`config.mk`:
```
export PLATFORM = sky130hd
export DESIGN_NAME = mux_rr_n
export DESIGN_NICKNAME = d
export VERILOG_FILES = /design/src/rtl/mux_rr_n.sv
export SDC_FILE = /design/constraint.sdc
export NUM_CORES = 1
export LEC_CHECK = 0
export CORE_ASPECT_RATIO = 0.75
export CORE_MARGIN = 5
export CORE_UTILIZATION = 30
export DETAILED_ROUTE_END_ITERATION = 7
export GPL_TIMING_DRIVEN = 0
export PLACE_DENSITY = 0.57
export SLEW_MARGIN = 20
export SYNTH_ARGS = -nofsm -noshare
export SYNTH_HDL_FRONTEND = slang
export SYNTH_SLANG_ARGS = --single-unit
```
`constraint.sdc`:
```
create_clock -name clock -period 2.96 [get_ports clock]
set_input_delay 0.592 -clock clock [delete_from_list [all_inputs] [get_ports clock]]
set_output_delay 0.592 -clock clock [all_outputs]
set_load 0.01 [all_outputs]
```
`src/rtl/mux_rr_n.sv`:
```
`default_nettype none
// ============================================================================
// Module   : mux_rr_n
// Purpose  : N-channel valid/ready multiplexer with a registered output
//            stage. Direct mode forwards the channel picked by sel.
//            Round-robin mode scans from a rotating pointer. Optional
//            sticky invalid-select flag is built only when the macro
//            MUX_ERR_EN is defined.
// Revision : 1.0 - initial release
// ============================================================================
module mux_rr_n #(
   parameter int WIDTH    = 3,
   parameter int CHANNELS = 4,
   parameter int SEL_W    = 2
) (
   input  logic                      clock,
   input  logic                      reset,
   input  logic [CHANNELS*WIDTH-1:0] in_data,
   input  logic [CHANNELS-1:0]       in_valid,
   output logic [CHANNELS-1:0]       in_ready,
   input  logic                      mode,
   input  logic [SEL_W-1:0]          sel,
   output logic [WIDTH-1:0]          out,
   output logic [SEL_W-1:0]          out_chan,
   output logic                      out_valid,
   input  logic                      out_ready
`ifdef MUX_ERR_EN
   ,
   output logic                      err
`endif
);

   localparam int                C_SELW1    = SEL_W + 1;
   // Channel count one bit wider than sel so sel >= CHANNELS compares cleanly
   localparam logic [SEL_W:0]    C_CHANNELS = C_SELW1'(CHANNELS);
   localparam logic [SEL_W-1:0]  C_LAST     = SEL_W'(CHANNELS - 1);

   logic                  load_en;
   logic                  sel_ok;
   logic [CHANNELS-1:0]   vrot;
   logic                  rr_found;
   int                    rr_sum;
   logic [SEL_W-1:0]      rr_grant;
   logic [SEL_W-1:0]      grant;
   logic                  grant_en;
   logic                  grant_vld;
   logic [WIDTH-1:0]      data_sel;
   logic                  xfer;

   logic [SEL_W-1:0]      ptr_q,   ptr_d;
   logic [WIDTH-1:0]      out_q,   out_d;
   logic [SEL_W-1:0]      chan_q,  chan_d;
   logic                  valid_q, valid_d;

   // Round-robin search: rotate valids so bit 0 is the pointer position,
   // take the first set bit and map it back to an absolute channel index
   always_comb begin
      vrot     = CHANNELS'({in_valid, in_valid} >> ptr_q);
      rr_found = 1'b0;
      rr_sum   = 0;
      rr_grant = '0;
      for (int j = 0; j < CHANNELS; j++) begin
         if (!rr_found && vrot[j]) begin
            rr_found = 1'b1;
            rr_sum   = int'(ptr_q) + j;
            if (rr_sum >= CHANNELS) begin
               rr_sum = rr_sum - CHANNELS;
            end
            rr_grant = SEL_W'(rr_sum);
         end
      end
   end

   // Grant selection, ready generation and next-state computation
   always_comb begin
      load_en   = !valid_q || out_ready;
      sel_ok    = {1'b0, sel} < C_CHANNELS;
      grant_en  = mode ? rr_found : sel_ok;
      grant     = mode ? rr_grant : sel;
      grant_vld = 1'b0;
      data_sel  = '0;
      in_ready  = '0;
      // An out-of-range sel matches no channel, so nothing is readied
      for (int k = 0; k < CHANNELS; k++) begin
         if (grant == SEL_W'(k)) begin
            grant_vld   = in_valid[k];
            data_sel    = in_data[k*WIDTH +: WIDTH];
            in_ready[k] = grant_en && load_en && !reset;
         end
      end
      xfer = grant_en && grant_vld && load_en && !reset;

      ptr_d   = ptr_q;
      out_d   = out_q;
      chan_d  = chan_q;
      valid_d = valid_q;
      if (xfer) begin
         out_d   = data_sel;
         chan_d  = grant;
         valid_d = 1'b1;
         // Only round-robin transfers move the pointer; direct mode keeps it
         if (mode) begin
            ptr_d = (grant == C_LAST) ? '0 : grant + 1'b1;
         end
      end else if (out_ready) begin
         valid_d = 1'b0;
      end
   end

   // Output register and round-robin pointer
   always_ff @(posedge clock) begin
      if (reset) begin
         ptr_q   <= '0;
         out_q   <= '0;
         chan_q  <= '0;
         valid_q <= 1'b0;
      end else begin
         ptr_q   <= ptr_d;
         out_q   <= out_d;
         chan_q  <= chan_d;
         valid_q <= valid_d;
      end
   end

   assign out       = out_q;
   assign out_chan  = chan_q;
   assign out_valid = valid_q;

`ifdef MUX_ERR_EN
   logic err_q, err_d;

   // Sticky flag: any direct-mode cycle with an out-of-range select
   always_comb begin
      err_d = err_q || (!mode && !sel_ok);
   end

   // Error flag register, cleared only by reset
   always_ff @(posedge clock) begin
      if (reset) begin
         err_q <= 1'b0;
      end else begin
         err_q <= err_d;
      end
   end

   assign err = err_q;
`endif

endmodule
`default_nettype wire

```
==> impl_metrics.yaml <==
run_status:
  status: "complete, no violations"
clock_tree:
  cts_buffers: 3
  clockBufferDepth: 2
  clk_latency_ns: 0.22
  cts_sinks: 8
  h-tree-depth: 1
  clock_tree.root_cell: "clkbuf_8"
  cts.clk_slew.worst_paths_ns: 0.04
  hold_buffers: 0
  cts_tree: "yes"
min_path:
  min_path_type: "flop to flop"
cells_and_area:
  final.fill_count: 304
  final_cells: 178
  antenna_cells: 0
  multi_input_area_um2: 664
  syn_to_final_growth_pct: 46.2
  final_area_um2: 1270
  register_area_um2: 160
  drive_above_1_share_pct: 26.4
  fin_nets: 168
routing:
  drtAntennaViolNets: 0
  avgViaCountPerCell: 5.12
  wl_um: 2450
  wl_per_cell_um: 13.8
  drtIter0Drc: 62
  drc: 0
  route.vias.total: 911
  dr.pass1.iters: 4
timing:
  min_period_over_period_pct: 94.4
  fin_crit_ns: 2.79
  rsz0062_at_grt: "no"
  setup_violations: 0
  slew_headroom_pct: 68.0
  skew_ns: 0.00104
  tns_ns: 0
  tightest_slew_ns: 0.479
  max_freq_mhz: 358
  drv_slew: 0
  final_hold_viol_count: 0
global_routing:
  grt_pass1_wl_um: 4020
  grt_usage_pct: 11.9
  gr-total-overflow: 0
  grt_pass1_vias: 835
  antenna_found_initial: 0
  grt_max_degree: 11
place:
  port_buffers: 30
  placed_cells: 171
  hpwl_um: 1910
  dpl_cell_area_um2: 1220
  gp_congestion: 0.772
worst_setup_path:
  crit_top_cell: "buf_2"
  path_max_fanout: 9
  timing_worst_setup_path_type: "input pin to output pin"
  cpMaxStageDelayCell: "o221a_1"
  cp.required_ns: 2.37
  crit_path_cell_trace: "buf_2, or2_1, o221a_1, o221ai_2, and2_4, ha_2, nand2_1, a21oi_1, buf_2"
  critical-path-top-delay-family: "compound AO/OA/AOI/OAI gates"
  worstSetupEndpointType: "output pin"
  cp.arrival_ns: 2.20
  worst_setup_path_start_kind: "input pin"
  worst_path_largest_cell_delay_ns: 0.24
  crit_buf_inv: 2
synth:
  synth-async-reset-ratio_pct: 0
  synth_area_um2: 872
  yosysSeqAreaShare_pct: 18.4
  ys_seq_elements: 8
  syn_nets: 129
  syn_area_per_cell_um2: 8.47
  synth_edf_count: 0
  synthFlopType: "dfxtp_1"
  synth.distinct_cells: 44
  ys_warn_count: 0
  netlist_instances: 103
floorplanning:
  core_region_area_um2: 2870
  fp.dieH_um: 56.7
  start_util_pct: 30.4
  die_w_um: 72.3
  io_pins: 32
  dieArea_um2: 4100
  rows: 17
power:
  p_leak_nw: 0.522
  vdd.ir_drop.worst_uv: 115
  p_per_area_nw_per_um2: 386
job:
  drv_cap: 0
[kinds of logic after synthesis]
group,synth area share [%]
compound gates,35.7
fa+ha+maj,5.74
buf+inv,7.46
mux,6.60
flops,18.4
simple gates,26.1
[timing repair]
| action | in CTS | in global routing |
|---|---|---|
| pin swaps | 4 | 3 |
| setup buffers | 3 | 1 |
| resized for setup | 30 | 5 |
| setup endpoints to repair | 12 | 10 |
| endpoints found under the hold margin | 0 | 0 |
[stage by stage]
stage,util (%),setup slack [ns],hold WS (ns),total power [mW]
finish,44.4,0.165,0.598,0.493
CTS,44.7,0.0146,0.602,0.496
detailed placement,42.5,-0.859,0.597,0.362
floorplan,-,0.340,0.593,0.271
global route,44.4,0.0388,0.627,0.523
global placement,42.5,-0.841,0.583,0.358
[cell usage in the layout (no fill, tap or decap), types with 2 or more instances in the layout]
cell,n
a211oi_1,10
a21oi_1,10
a221o_1,2
a22oi_1,3
buf_2,9
buf_4,7
clkbuf_8,3
clkdlybuf4s50_1,22
dfxtp_1,8
ha_1,2
inv_1,7
mux2i_1,2
nand2_1,6
nand2b_1,3
nand3b_1,2
nand4_1,2
nor2_1,2
nor2b_1,6
o221ai_2,2
[area by class of cell]
| class | count | area share (%) |
|---|---|---|
| Sequential cell | 8 | 12.6 |
| Tap cell | 38 | 3.73 |
| Timing Repair Buffer | 34 | 23.1 |
| Inverter | 8 | 2.36 |
| Multi-Input combinational cell | 81 | 52.1 |
| Clock buffer | 3 | 3.24 |
| Buffer | 6 | 2.94 |
[worst reg2reg max path, cell delays in order (launching register included)]
cell and delay [ns]:
dfxtp_1 0.30, buf_4 0.15, inv_1 0.08, a22o_1 0.24, o221ai_2 0.31, inv_2 0.10
ha_1 0.21, buf_4 0.16, nor2b_4 0.14, a211oi_2 0.27, o211ai_2 0.14, mux2_4 0.32
[final timing paths]
path	slack (ns)	cells past startpoint	start	end
worst min register to register	0.60	2	out[0]	out[0]
worst max-delay path	0.17	9	in_valid[2]	in_ready[0]
worst max register to register	0.41	11	ptr_q[0]	ptr_q[1]
worst min-delay path	0.60	2	out[0]	out[0]
[synth_stat cells (all sizes together) (2+ instances only)]
cell    number  area (um^2)
nor4         2         27.5
a21oi       10         50.1
nor2         3         13.8
a221o        2         20.0
dfxtp        8          160
nor2b        7         51.3
ha           4         50.1
and2         3         20.0
o221ai       2         30.0
mux2i        2         20.0
nand2b       3         18.8
nand3b       2         15.0
or2          2         12.5
inv          8         30.0
nand2        6         22.5
a22oi        3         22.5
nand4        2         12.5
buf          6         35.0
a211oi      11         87.6
[per-layer routing]
metal	GRT usage, %	vias up	share of wire, %
met2	17.5	11	47
met5	0	-	0
met4	3.22	0	0.77
li1	-	465	-
met1	18.6	433	51
met3	0	2	1.1
[sequential cells by signal (all words and copies together) (netlist names)]
register	flops
out	3
out_valid	1
ptr_q	2
out_chan	2
[report_power, final]
part | internal [mW] | switching [mW]
Sequential | 0.122 | 0.00751
Clock | 0.0877 | 0.0385
Combinational | 0.121 | 0.116
(Power assumes the default switching activity.)
